[src/rtl/chime_seq.sv]
// chime_seq: walking one-hot chime sequencer with a companion blink pattern.
// After a start request the block runs REPEATS passes of a one-hot pattern.
// Each pattern is held for DIV cycles. blink inverts at every step.
// Optional feature: define CHIME_SEQ_ABORT_EN to add the abort input.
//
// Ports
//   clk    : clock, all state updates on the rising edge
//   rst    : asynchronous active-high reset
//   abort  : (CHIME_SEQ_ABORT_EN only) cancels a running sequence
//   start  : level-sampled start request, honoured only in IDLE
//   mode   : 0 shift right, 1 shift left, 2 bounce, 3 treated as 0
//   walk   : one-hot walking pattern
//   blink  : all-bits-equal toggle pattern
//   busy   : high while the sequence runs
//   done   : one-cycle pulse when the sequence completes
module chime_seq #(
   parameter int unsigned WIDTH   = 4,
   parameter int unsigned REPEATS = 1,
   parameter int unsigned DIV     = 1
) (
   input  logic             clk,
   input  logic             rst,
`ifdef CHIME_SEQ_ABORT_EN
   input  logic             abort,
`endif
   input  logic             start,
   input  logic [1:0]       mode,
   output logic [WIDTH-1:0] walk,
   output logic [WIDTH-1:0] blink,
   output logic             busy,
   output logic             done
);

   localparam int unsigned HW = $clog2(DIV + 1);
   localparam int unsigned PW = 8;
   localparam logic [WIDTH-1:0] MSB_PAT = {1'b1, {(WIDTH-1){1'b0}}};
   localparam logic [HW-1:0]    HOLD_LAST = HW'(DIV - 1);
   localparam logic [PW:0]      REP_LIM = (PW+1)'(REPEATS);

   typedef enum logic [1:0] {IDLE, RUN, FIN} state_t;

   state_t           state, state_nxt;
   logic [WIDTH-1:0] walk_nxt, blink_nxt, step_pat;
   logic             busy_nxt, done_nxt;
   logic [HW-1:0]    hold_cnt, hold_nxt;
   logic [PW-1:0]    pass_cnt, pass_nxt;
   logic [1:0]       mode_q, mode_nxt, mode_norm;
   logic             dir_up, dir_nxt, step_dir;
   logic             pass_end, abort_hit;

`ifdef CHIME_SEQ_ABORT_EN
   assign abort_hit = abort;
`else
   assign abort_hit = 1'b0;
`endif

   // Reserved mode 3 folds onto mode 0 at capture time.
   assign mode_norm = (mode == 2'd3) ? 2'd0 : mode;

   function automatic logic [WIDTH-1:0] init_pat(input logic [1:0] m);
      return (m == 2'd1) ? WIDTH'(1) : MSB_PAT;
   endfunction

   // Pattern that would follow the current one, and bounce direction after it.
   always_comb begin
      step_pat = '0;
      step_dir = dir_up;
      case (mode_q)
         2'd1: step_pat = walk << 1;
         2'd2: begin
            if (dir_up) begin
               step_pat = walk << 1;
            end else if (walk[0]) begin
               step_pat = walk << 1;
               step_dir = 1'b1;
            end else begin
               step_pat = walk >> 1;
            end
         end
         default: step_pat = walk >> 1;
      endcase
   end

   // Shift passes end on the all-zero pattern; a bounce pass ends just before
   // it would revisit the MSB.
   assign pass_end = (mode_q == 2'd2) ? (step_pat == MSB_PAT) : (walk == '0);

   // Next-state and registered-output logic.
   always_comb begin
      state_nxt = state;
      walk_nxt  = walk;
      blink_nxt = blink;
      hold_nxt  = hold_cnt;
      pass_nxt  = pass_cnt;
      mode_nxt  = mode_q;
      dir_nxt   = dir_up;
      busy_nxt  = 1'b0;
      done_nxt  = 1'b0;
      case (state)
         IDLE: begin
            walk_nxt  = '0;
            blink_nxt = '0;
            hold_nxt  = '0;
            pass_nxt  = '0;
            if (start) begin
               state_nxt = RUN;
               mode_nxt  = mode_norm;
               walk_nxt  = init_pat(mode_norm);
               dir_nxt   = 1'b0;
               busy_nxt  = 1'b1;
            end
         end
         RUN: begin
            busy_nxt = 1'b1;
            if (abort_hit) begin
               state_nxt = IDLE;
               walk_nxt  = '0;
               blink_nxt = '0;
               hold_nxt  = '0;
               pass_nxt  = '0;
               busy_nxt  = 1'b0;
            end else if (hold_cnt == HOLD_LAST) begin
               hold_nxt  = '0;
               blink_nxt = ~blink;
               if (!pass_end) begin
                  walk_nxt = step_pat;
                  dir_nxt  = step_dir;
               end else if (({1'b0, pass_cnt} + 9'd1) < REP_LIM) begin
                  walk_nxt = init_pat(mode_q);
                  dir_nxt  = 1'b0;
                  pass_nxt = pass_cnt + 8'd1;
               end else begin
                  state_nxt = FIN;
                  walk_nxt  = '0;
                  blink_nxt = '0;
                  pass_nxt  = '0;
                  busy_nxt  = 1'b0;
                  done_nxt  = 1'b1;
               end
            end else begin
               hold_nxt = hold_cnt + HW'(1);
            end
         end
         FIN: begin
            state_nxt = IDLE;
            walk_nxt  = '0;
            blink_nxt = '0;
         end
         default: begin
            state_nxt = IDLE;
            walk_nxt  = '0;
            blink_nxt = '0;
         end
      endcase
   end

   // State and output registers.
   always_ff @(posedge clk or posedge rst) begin
      if (rst) begin
         state    <= IDLE;
         walk     <= '0;
         blink    <= '0;
         busy     <= 1'b0;
         done     <= 1'b0;
         hold_cnt <= '0;
         pass_cnt <= '0;
         mode_q   <= 2'd0;
         dir_up   <= 1'b0;
      end else begin
         state    <= state_nxt;
         walk     <= walk_nxt;
         blink    <= blink_nxt;
         busy     <= busy_nxt;
         done     <= done_nxt;
         hold_cnt <= hold_nxt;
         pass_cnt <= pass_nxt;
         mode_q   <= mode_nxt;
         dir_up   <= dir_nxt;
      end
   end

endmodule

[config.mk]
export PLATFORM = sky130hd
export DESIGN_NAME = chime_seq
export DESIGN_NICKNAME = d
export VERILOG_FILES = /design/src/rtl/chime_seq.sv
export SDC_FILE = /design/constraint.sdc
export NUM_CORES = 1
export LEC_CHECK = 0
export ABC_AREA = 1
export CAP_MARGIN = 20
export CELL_PAD_IN_SITES_DETAIL_PLACEMENT = 2
export CELL_PAD_IN_SITES_GLOBAL_PLACEMENT = 2
export CORE_MARGIN = 5
export CORE_UTILIZATION = 32
export DETAILED_ROUTE_END_ITERATION = 7
export GPL_ROUTABILITY_DRIVEN = 0
export PLACE_DENSITY_LB_ADDON = 0.1
export SLEW_MARGIN = 10
export SYNTH_ARGS = -nofsm -noshare
export SYNTH_HDL_FRONTEND = slang
export SYNTH_SLANG_ARGS = --single-unit
[constraint.sdc]
create_clock -name clk -period 2.05 [get_ports clk]
set_input_delay 0.3075 -clock clk [delete_from_list [all_inputs] [get_ports clk]]
set_output_delay 0.3075 -clock clk [all_outputs]
set_load 0.01 [all_outputs]
==> results of run 1 <==
path summary, 6_finish.rpt:
path,from,to,slack (ns),depth (start not counted)
hold / removal,rst,blink[3]$_DFF_PP0_,0.33,3
setup / recovery,mode_q[0]$_DFFE_PP0P_,state[0]$_DFFE_PP0P_,0.20,11
setup reg to reg,mode_q[0]$_DFFE_PP0P_,state[0]$_DFFE_PP0P_,0.20,11
hold reg to reg,blink[2]$_DFF_PP0_,blink[2]$_DFF_PP0_,0.44,1
max in group asynchronous,rst,walk[2]$_DFF_PP0_,1.49,3
min in group clk,blink[2]$_DFF_PP0_,blink[2]$_DFF_PP0_,0.44,1
synth_stat cells, types with 2 or more instances:
master / count
a21oi_1: 3
inv_1: 21
nor2_1: 17
nor2_2: 8
nand3b_1: 3
ha_1: 3
inv_2: 3
nand2_1: 20
nor2_8: 2
dfrtp_1: 23
o21ai_0: 5
nand3_1: 9
nand2_2: 3
layout by cell type, fill, tap and decap left out, types with 3 or more instances in the layout:
| cell | Yosys | final |
|---|---|---|
| clkdlybuf4s50_1 | 0 | 14 |
| inv_1 | 21 | 21 |
| nor2_1 | 17 | 17 |
| dfrtp_1 | 23 | 23 |
| nand2_1 | 20 | 20 |
| nand2_2 | 3 | 3 |
| nand3_1 | 9 | 9 |
| nor2_2 | 8 | 8 |
| inv_2 | 3 | 3 |
| nand3b_1 | 3 | 3 |
| a21oi_1 | 3 | 3 |
| clkbuf_4 | 0 | 3 |
| ha_1 | 3 | 3 |
| o21ai_0 | 5 | 5 |
worst reg2reg max path, stage by stage, from the launching register on:
cell      delay (ns)
dfrtp_1         0.37
inv_1           0.06
ha_1            0.32
inv_2           0.10
nand2_1         0.05
nand3b_1        0.17
nor2_1          0.14
nand3_2         0.12
nand2_4         0.12
nor2_8          0.06
nor2_4          0.16
nand2_1         0.08
power by group:
group          total (mW)  internal, mW  switching [mW]
Sequential          0.629         0.554          0.0758
Combinational       0.916         0.337           0.580
Clock               0.218        0.0729           0.145
sequential cells by signal (all words and copies together), names as in the netlist:
signal    cells
pass_cnt      8
blink         4
walk          4
mode_q        2
state         2
busy          1
dir_up        1
done          1
per-stage QoR:
stage / cells / utilization / worst slack, ns / hold WS [ns]
after detailed placement: 188 / 0.394 / 0.224 / 0.422
after CTS: 192 / 0.402 / 0.188 / 0.339
after global placement: 188 / 0.394 / 0.294 / 0.412
after global routing: 192 / 0.402 / 0.0754 / 0.333
after floorplan: 127 / - / 0.406 / 0.309
final: 192 / 0.402 / 0.200 / 0.330
kinds of logic after synthesis:
family                     after synthesis  share of synthesized area
DFF                                     23                      0.514
buffers and inverters                   24                     0.0805
xor gates and xnor gates                 1                    0.00782
and+or+nand+nor                         67                      0.322
adders and majority gates                3                     0.0335
AOI/OAI and AO/OA                        9                     0.0425
layer usage:
metal / vias up / global-route usage / wire length [um]
met5: - / 0 / 0
met4: 0 / 0.0390 / 20
met3: 2 / 0.0203 / 56
met2: 9 / 0.192 / 1200
met1: 417 / 0.154 / 1230
li1: 431 / - / -
cell type report:
type,instances,share of cell area
flip-flops and latches,23,0.426
multi-input cells,80,0.336
repair buffers,15,0.109
inverters,24,0.0666
well taps,46,0.0426
clock buffers,3,0.0167
clock inverters,1,0.00370
==> summary.txt, run 1 <==
Outcome
  • Outcome: completed

Synth
  • Syn Area/Cell: 8.82 um^2
  • Sequential fraction of the synthesis area: 0.514
  • Asr flop ratio synth: 1.00
  • Cell accounting for the most synthesized area: dfrtp_1
  • Number of synthesized flops with an enable pin: 0
  • Post-synth top flop: dfrtp_1
  • Ranking of synthesized cells by area: dfrtp_1 51%, inv_1 7.0%, nand2_1 6.7%
  • Synth Instances: 127
  • Synth Cell Area: ~1100 um^2
  • Synth top area share: 0.514
  • Cell variety after synth: 20
  • Synth Warn #: 0
  • Seq cells post-synth: 23
  • Post-synthesis net count: roughly 140

Timing
  • Slew @ Worst Pin: roughly 0.3 ns
  • Final setup viols: 0
  • Fin. max-slew vios: 0
  • Fin. Hold Viols: 0
  • Fin Setup TNS: 0 ns
  • Tcrit/Tclk final: 0.902
  • Fin crit period: roughly 1.9 ns
  • Max Freq: roughly 540 MHz
  • RSZ-0062 raised after global routing: no
  • Max_slew headroom: 0.792
  • Final setup skew: between 0.005 and 0.006 ns

Power
  • Pwr dens: roughly 1300 nW/um^2
  • Max IR drop VDD: roughly 400 uV
  • LEAKAGE: 0.668 nW
  • Total Power: around 1.8 mW

Clocking
  • CTS buffer count: 3
  • Post-cts sizing count: 0
  • Post-CTS Setup Bufs: 0
  • Clock Path Buffers: 2
  • CTS clk-pin slew, worst paths: 0.14 ns
  • Clock Latency Late Sink: 0.31 ns
  • H-tree levels: 1
  • CTS tree: built
  • Num Clock Sinks: 23
  • Root buffer cell: clkbuf_4
  • Hold Buf Count CTS: 0

Drt
  • # DRC: 0
  • Final antenna-violating net count: 0
  • Via/cell ratio: 4.47
  • Initial DRC count: 13
  • Final wirelength: about 2500 um
  • Drt first pass iters: 4
  • Via Count: 859
  • Wire per inst: 13.1 um

Placed design
  • Placed Instance Area: around 1300 um^2
  • DP HPWL: between 1500 and 2000 um
  • I/O Buffers: 14

Global routing
  • Vias in the first global route: 981
  • Initial antenna violation count: 0
  • All-Layer GR Usage: 0.117
  • Grt ovf: 0
  • Largest net degree at the start of global routing: 24
  • First-pass GRT wire length: ~4600 um

Setup path
  • Worst path slowest cell: dfrtp_1
  • CP delay by family, top: simple AND/OR/NAND/NOR gates
  • CP max FO: 6
  • Worst path arrival time: between 2 and 2.5 ns
  • Required time of the critical path: 2.26 ns
  • Crit path launch type: flop
  • Crit path top cell by count: nand2_1
  • Critical path's largest stage delay: 0.37 ns
  • Critical path type: flop to flop
  • CP bufs+invs: 2
  • Critical path cell sequence: inv_1 > ha_1 > inv_2 > nand2_1 > nand3b_1 > nor2_1 > nand3_2 > nand2_4 > nor2_8 > nor2_4 > nand2_1
  • Worst Setup End Kind: flop

Layout
  • Share of cells above drive strength 1: 0.164
  • Reg area: about 580 um^2
  • Fill cells: 410
  • Multi-input logic area: ~450 um^2
  • Final net count: roughly 160
  • Synthesis-to-layout area growth: 20.8%
  • Design area: about 1400 um^2
  • Number of diodes: 0

Die
  • # IOs: 15
  • Chip Width: slightly below 70 um
  • Die area: around 4800 um^2
  • Number of cell rows: 21
  • Core ar.: roughly 3400 um^2
  • Height of the die: 69.2 um
  • Initial Util: 0.333

Hold path
  • Min-Delay Path Class: primary input to asynchronous set/reset pin

Flow run
  • Max cap viols: 0
(Power assumes the default switching activity.)
==> run 2: changes to the inputs <==
CORE_MARGIN = 2   (was 5)
==> run 2 against run 1 <==
  * Setup slack got worse by 0.0022 ns
  * First-iteration DRC count rose by 77%
  * Critical path depth did not move
  * Power barely moved
  * Critical endpoint unchanged
==> summary.txt, run 2 (synthesis gave the netlist of run 1 again) <==
Timing
  • Final setup skew: 0.00245 ns (was 0.00531 ns)
  • Final setup viols: 0 (unchanged)
  • Fin. Hold Viols: 0 (unchanged)
  • Slew @ Worst Pin: 0.297 ns (was 0.309 ns)
  • RSZ-0062 raised after global routing: no (unchanged)
  • Max Freq: 540 MHz (was 541 MHz)
  • Fin Setup TNS: 0 ns (unchanged)
  • Fin. max-slew vios: 0 (unchanged)
  • Fin crit period: 1.85 ns (about the same)
  • Max_slew headroom: 0.800 (was 0.792)
  • Final WS setup: 0.198 ns (was 0.200 ns)
  • Tcrit/Tclk final: 0.904 (was 0.902)

Power
  • Pwr dens: 1300 nW/um^2 (about the same)
  • LEAKAGE: 0.664 nW (was 0.668 nW)
  • Total Power: 1.76 mW (about the same)
  • Max IR drop VDD: 424 uV (was 397 uV)

Setup path
  • Critical path type: flop to flop (unchanged)
  • Crit path launch type: flop (unchanged)
  • Crit path top cell by count: nand2_1 (unchanged)
  • Required time of the critical path: 2.26 ns (about the same)
  • Worst path arrival time: 2.06 ns (about the same)
  • CP max FO: 6 (unchanged)
  • Critical path cell sequence: inv_1 > ha_1 > inv_2 > nand2_1 > nand3b_1 > nor2_1 > nand3_2 > nand2_4 > nor2_8 > nor2_4 > nand2_1 (unchanged)
  • Worst Setup End Kind: flop (unchanged)
  • Worst path slowest cell: dfrtp_1 (unchanged)
  • Critical path's largest stage delay: 0.38 ns (was 0.37 ns)

Drt
  • Met2 wire length: 1200 um (about the same)
  • Via Count: 856 (was 859)
  • Top sig layer: met4 (unchanged)
  • Met3 wire len: 82 um (was 56 um)
  • Final antenna-violating net count: 0 (unchanged)
  • Drt first pass iters: 4 (unchanged)
  • Initial DRC count: 23 (was 13)
  • Via/cell ratio: 4.46 (was 4.47)
  • Wire per inst: 13.2 um (was 13.1 um)
  • # DRC: 0 (unchanged)
  • Met1 WL: 1200 um (was 1230 um)
  • Final wirelength: 2530 um (was 2510 um)

Placed design
  • Placed Instance Area: 1330 um^2 (unchanged)
  • I/O Buffers: 14 (unchanged)
  • Placed Instances: 188 (unchanged)
  • Pre-CTS setup slack: 0.173 ns (was 0.224 ns)
  • DP HPWL: 2070 um (was 2000 um)

Global routing
  • All-Layer GR Usage: 0.151 (was 0.117)
  • Largest net degree at the start of global routing: 24 (unchanged)
  • Vias in the first global route: 980 (was 981)
  • First-pass GRT wire length: 4610 um (was 4590 um)
  • Initial antenna violation count: 0 (unchanged)
  • Grt ovf: 0 (unchanged)

Layout
  • Share of cells above drive strength 1: 0.164 (unchanged)
  • Largest registers: pass_cnt (8), blink (4), walk (4) (unchanged)
  • Largest register FFs: 8 (unchanged)
  • Synthesis-to-layout area growth: 21.0% (was 20.8%)
  • Design area: 1360 um^2 (was 1350 um^2)
  • Final net count: 155 (unchanged)
  • Largest Register: pass_cnt (unchanged)
  • Non-Filler Instances: 192 (unchanged)
  • Most common cell after layout, fill and taps aside: dfrtp_1 (unchanged)
  • Number of diodes: 0 (unchanged)
  • Commonest non-fill, non-tap cells in the layout: 23 x dfrtp_1, 21 x inv_1, 20 x nand2_1 (unchanged)

Clocking
  • Post-cts sizing count: 0 (unchanged)
  • Num Clock Sinks: 23 (unchanged)
  • CTS clk-pin slew, worst paths: 0.13 ns (was 0.14 ns)
  • Hold Buf Count CTS: 0 (unchanged)
  • CTS tree: built (unchanged)
  • Clock Latency Late Sink: 0.31 ns (about the same)
  • H-tree levels: 1 (unchanged)
  • Post-CTS Setup Bufs: 0 (unchanged)
  • Clock Path Buffers: 2 (unchanged)
  • CTS buffer count: 3 (unchanged)
  • Root buffer cell: clkbuf_4 (unchanged)

Hold path
  • Min-Delay Path Class: primary input to asynchronous set/reset pin (unchanged)

Die
  • Die area: 3990 um^2 (was 4780 um^2)
  • Height of the die: 63.2 um (was 69.2 um)
  • Chip Width: 63.2 um (was 69.2 um)
  • Initial Util: 0.336 (was 0.333)
  • # IOs: 15 (unchanged)
  • Core ar.: 3340 um^2 (was 3360 um^2)
  • Number of cell rows: 21 (unchanged)

Flow run
  • Max cap viols: 0 (unchanged)

Outcome
  • Outcome: completed (unchanged)
## run 2: path summary, 6_finish.rpt
| path | end | depth (start not counted) | from | slack (ns) |
|---|---|---|---|---|
| setup reg to reg | state[0]$_DFFE_PP0P_ | 11 | mode_q[0]$_DFFE_PP0P_ | 0.20 |
| min in group clk | blink[3]$_DFF_PP0_ | 1 | blink[3]$_DFF_PP0_ | 0.44 |
| hold / removal | blink[3]$_DFF_PP0_ | 3 | rst | 0.32 |
| max in group asynchronous | walk[0]$_DFF_PP0_ | 3 | rst | 1.50 |
| hold reg to reg | blink[3]$_DFF_PP0_ | 1 | blink[3]$_DFF_PP0_ | 0.44 |
| setup / recovery | state[0]$_DFFE_PP0P_ | 11 | mode_q[0]$_DFFE_PP0P_ | 0.20 |
## run 2: final cells by class
type	instances	area, um^2
Inverter	24	90.1
Timing Repair Buffer	15	148
Sequential cell	23	576
Clock buffer	3	22.5
Clock inverter	1	7.51
Fill cell	395	1980
Multi-Input combinational cell	80	454
Tap cell	46	57.6
## run 2: critical path: cells and delay by family, from the launching register on
family,cells,cell delay [ns]
and+or+nand+nor,8,0.89
buffers and inverters,2,0.16
adders and majority gates,1,0.32
DFF,1,0.38
## run 2: where the power goes
part	total, mW	switching [mW]	internal (mW)
clock network	0.214	0.140	0.0744
registers	0.634	0.0799	0.554
logic	0.914	0.578	0.336
total	1.76	0.798	0.964
## run 2: per-stage QoR
| stage | hold WS [ns] | utilization |
|---|---|---|
| 6_report | 0.320 | 0.406 |
| 5_1_grt | 0.334 | 0.406 |
| 4_1_cts | 0.319 | 0.406 |
| 3_5_place_dp | 0.422 | 0.397 |
| 3_3_place_gp | 0.416 | 0.397 |
| 2_1_floorplan | 0.309 | - |
## run 2: metal layers
layer,vias to the layer above,track usage
li1,424,-
met1,415,0.186
met2,13,0.251
met3,4,0.0339
met4,0,0.0667
met5,-,0
==> run 3: changes to the inputs <==
CELL_PAD_IN_SITES_DETAIL_PLACEMENT = default   (was 2)
CELL_PAD_IN_SITES_GLOBAL_PLACEMENT = default   (was 2)
CORE_UTILIZATION = 53   (was 32)
PLACE_DENSITY = 0.77   (was default)
PLACE_DENSITY_LB_ADDON = default   (was 0.1)
TNS_END_PERCENT = 1   (was default)
==> run 3 against run 2 <==
  * Maximum frequency grew 2.5%
  * Highest routed layer unchanged
  * Largest cell class unchanged
  * Sequential share of layout area grew 0.76 points
  * Non-clock buffer count unchanged
  * Count of clock-buffer cells in the layout unchanged
  * Combinational power decreased by 3.6%
  * Global-route usage is 2.5 points higher
==> summary.txt, run 3 (synthesis gave the netlist of run 1 again) <==
Placed design
  • DP HPWL: 1430 um (was 2070 um)
  • I/O Buffers: 14 (unchanged)

Layout
  • Synthesis-to-layout area growth: 18.9% (was 21.0%)
  • Reg area: 576 um^2 (unchanged)
  • Most common cell after layout, fill and taps aside: dfrtp_1 (unchanged)
  • Number of diodes: 0 (unchanged)
  • Fill cells: 172 (was 395)
  • Multi-input logic area: 454 um^2 (unchanged)
  • Fin util: 0.672 (was 0.406)
  • Largest Register: pass_cnt (unchanged)
  • Share of cells above drive strength 1: 0.164 (unchanged)
  • Final net count: 155 (unchanged)
  • Largest registers: pass_cnt (8), blink (4), walk (4) (unchanged)
  • Commonest non-fill, non-tap cells in the layout: 23 x dfrtp_1, 21 x inv_1, 20 x nand2_1 (unchanged)
  • Largest register FFs: 8 (unchanged)

Setup path
  • Critical path's largest stage delay: 0.37 ns (was 0.38 ns)
  • Crit path top cell by count: nand2_1 (unchanged)
  • Worst path arrival time: 2.02 ns (was 2.06 ns)
  • Worst path depth: 11 (unchanged)
  • Crit path launch type: flop (unchanged)
  • Reg-to-Reg Start: mode_q[0]$_DFFE_PP0P_ (unchanged)
  • Critical path cell sequence: inv_1 > ha_1 > inv_2 > nand2_1 > nand3b_1 > nor2_1 > nand3_2 > nand2_4 > nor2_8 > nor2_4 > nand2_1 (unchanged)
  • R2r setup slk: 0.24 ns (was 0.20 ns)
  • Critical path type: flop to flop (unchanged)
  • Crit path to: busy$_DFF_PP0_ (was state[0]$_DFFE_PP0P_)
  • Reg2Reg Depth: 11 (unchanged)
  • CP bufs+invs: 2 (unchanged)
  • Worst path slowest cell: dfrtp_1 (unchanged)
  • CP max FO: 6 (unchanged)
  • Critical path startpoint: mode_q[0]$_DFFE_PP0P_ (unchanged)
  • CP delay by family, top: simple AND/OR/NAND/NOR gates (unchanged)
  • Required time of the critical path: 2.27 ns (was 2.26 ns)
  • Worst Setup End Kind: flop (unchanged)
  • R2R Path End: busy$_DFF_PP0_ (was state[0]$_DFFE_PP0P_)

Power
  • Max IR drop VDD: 771 uV (was 424 uV)
  • Pwr dens: 1300 nW/um^2 (about the same)
  • Total Power: 1.73 mW (was 1.76 mW)
  • LEAKAGE: 0.664 nW (unchanged)

Global routing
  • Grt ovf: 0 (unchanged)
  • Initial antenna violation count: 0 (unchanged)
  • All-Layer GR Usage: 0.176 (was 0.151)
  • Largest net degree at the start of global routing: 24 (unchanged)
  • Vias in the first global route: 803 (was 980)
  • First-pass GRT wire length: 3280 um (was 4610 um)

Timing
  • Final setup viols: 0 (unchanged)
  • Slew @ Worst Pin: 0.299 ns (was 0.297 ns)
  • Max Freq: 554 MHz (was 540 MHz)
  • Tcrit/Tclk final: 0.881 (was 0.904)
  • Fin. max-slew vios: 0 (unchanged)
  • Fin. Hold Viols: 0 (unchanged)
  • Max_slew headroom: 0.799 (was 0.800)
  • RSZ-0062 raised after global routing: no (unchanged)
  • Final setup skew: 0.00314 ns (was 0.00245 ns)
  • Fin Setup TNS: 0 ns (unchanged)
  • Fin crit period: 1.81 ns (was 1.85 ns)

Drt
  • Drt first pass iters: 4 (unchanged)
  • Initial DRC count: 11 (was 23)
  • Via Count: 846 (was 856)
  • Final antenna-violating net count: 0 (unchanged)
  • # DRC: 0 (unchanged)
  • Wire per inst: 10.7 um (was 13.2 um)
  • Final wirelength: 1860 um (was 2530 um)
  • Via/cell ratio: 4.89 (was 4.46)

Clocking
  • CTS buffer count: 3 (unchanged)
  • H-tree levels: 1 (unchanged)
  • Hold Buf Count CTS: 0 (unchanged)
  • CTS clk-pin slew, worst paths: 0.13 ns (about the same)
  • Clock Path Buffers: 2 (unchanged)
  • Post-CTS Setup Bufs: 0 (unchanged)
  • CTS tree: built (unchanged)
  • Root buffer cell: clkbuf_4 (unchanged)
  • Num Clock Sinks: 23 (unchanged)
  • Clock Latency Late Sink: 0.32 ns (was 0.31 ns)
  • Post-cts sizing count: 0 (unchanged)

Flow run
  • Max cap viols: 0 (unchanged)

Die
  • Die area: 2500 um^2 (was 3990 um^2)
  • Initial Util: 0.565 (was 0.336)
  • # IOs: 15 (unchanged)
  • Number of cell rows: 16 (was 21)
  • Chip Width: 50.0 um (was 63.2 um)
  • Core ar.: 1980 um^2 (was 3340 um^2)
  • Height of the die: 50.0 um (was 63.2 um)

Hold path
  • Min-Delay Path Class: primary input to asynchronous set/reset pin (unchanged)

Outcome
  • Outcome: completed (unchanged)
==> run 3: cell counts in the layout (fill, tap and decap cells not counted) <==
Identical to the previous run, type by type.
==> run 3: final cells by class <==
| class | count | share of cell area |
|---|---|---|
| flip-flops and latches | 23 | 0.432 |
| multi-input cells | 80 | 0.341 |
| repair buffers | 15 | 0.111 |
| inverters | 24 | 0.0677 |
| well taps | 27 | 0.0254 |
| clock buffers | 3 | 0.0169 |
| clock inverters | 1 | 0.00564 |
==> run 3: metrics by stage <==
stage | area [um^2] | hold WS [ns] | worst slack [ns] | cells
after detailed placement | 1300 | 0.421 | 0.282 | 169
final | 1330 | 0.300 | 0.244 | 173
after floorplan | 1120 | 0.309 | 0.406 | 127
after global routing | 1330 | 0.334 | 0.0798 | 173
after CTS | 1330 | 0.306 | 0.253 | 173
after global placement | 1300 | 0.413 | 0.330 | 169
==> run 3: metal layers <==
metal | vias to the layer above | routed length, um | global-route usage
li1 | 431 | - | -
met5 | - | 0 | 0
met1 | 394 | 895 | 0.225
met3 | 4 | 72 | 0.0273
met2 | 17 | 854 | 0.284
met4 | 0 | 34 | 0.0972
==> run 3: worst min-delay path by stage <==
stage                                  start                 endpoint  cells past startpoint
final                                    rst           done$_DFF_PP0_                      3
after global routing                     rst  pass_cnt[7]$_DFFE_PP0P_                      3
after CTS                                rst       blink[3]$_DFF_PP0_                      3
after detailed placement  blink[0]$_DFF_PP0_       blink[0]$_DFF_PP0_                      1
after global placement    blink[2]$_DFF_PP0_       blink[2]$_DFF_PP0_                      1
after floorplan                          rst       blink[0]$_DFF_PP0_                      1
==> run 3: worst reg2reg max path, cell delays in order (launching register included) <==
cell and delay, ns:
dfrtp_1 0.37, inv_1 0.06, ha_1 0.32, inv_2 0.10, nand2_1 0.05, nand3b_1 0.17, nor2_1 0.13, nand3_2 0.12
nand2_4 0.11, nor2_8 0.06, nor2_4 0.15, nand2_1 0.08
==> run 3: power breakdown <==
part           switching [mW]  internal (mW)  leakage [nW]
sequential             0.0708          0.554         0.310
combinational           0.545          0.336         0.340
clock                   0.146         0.0746        0.0139
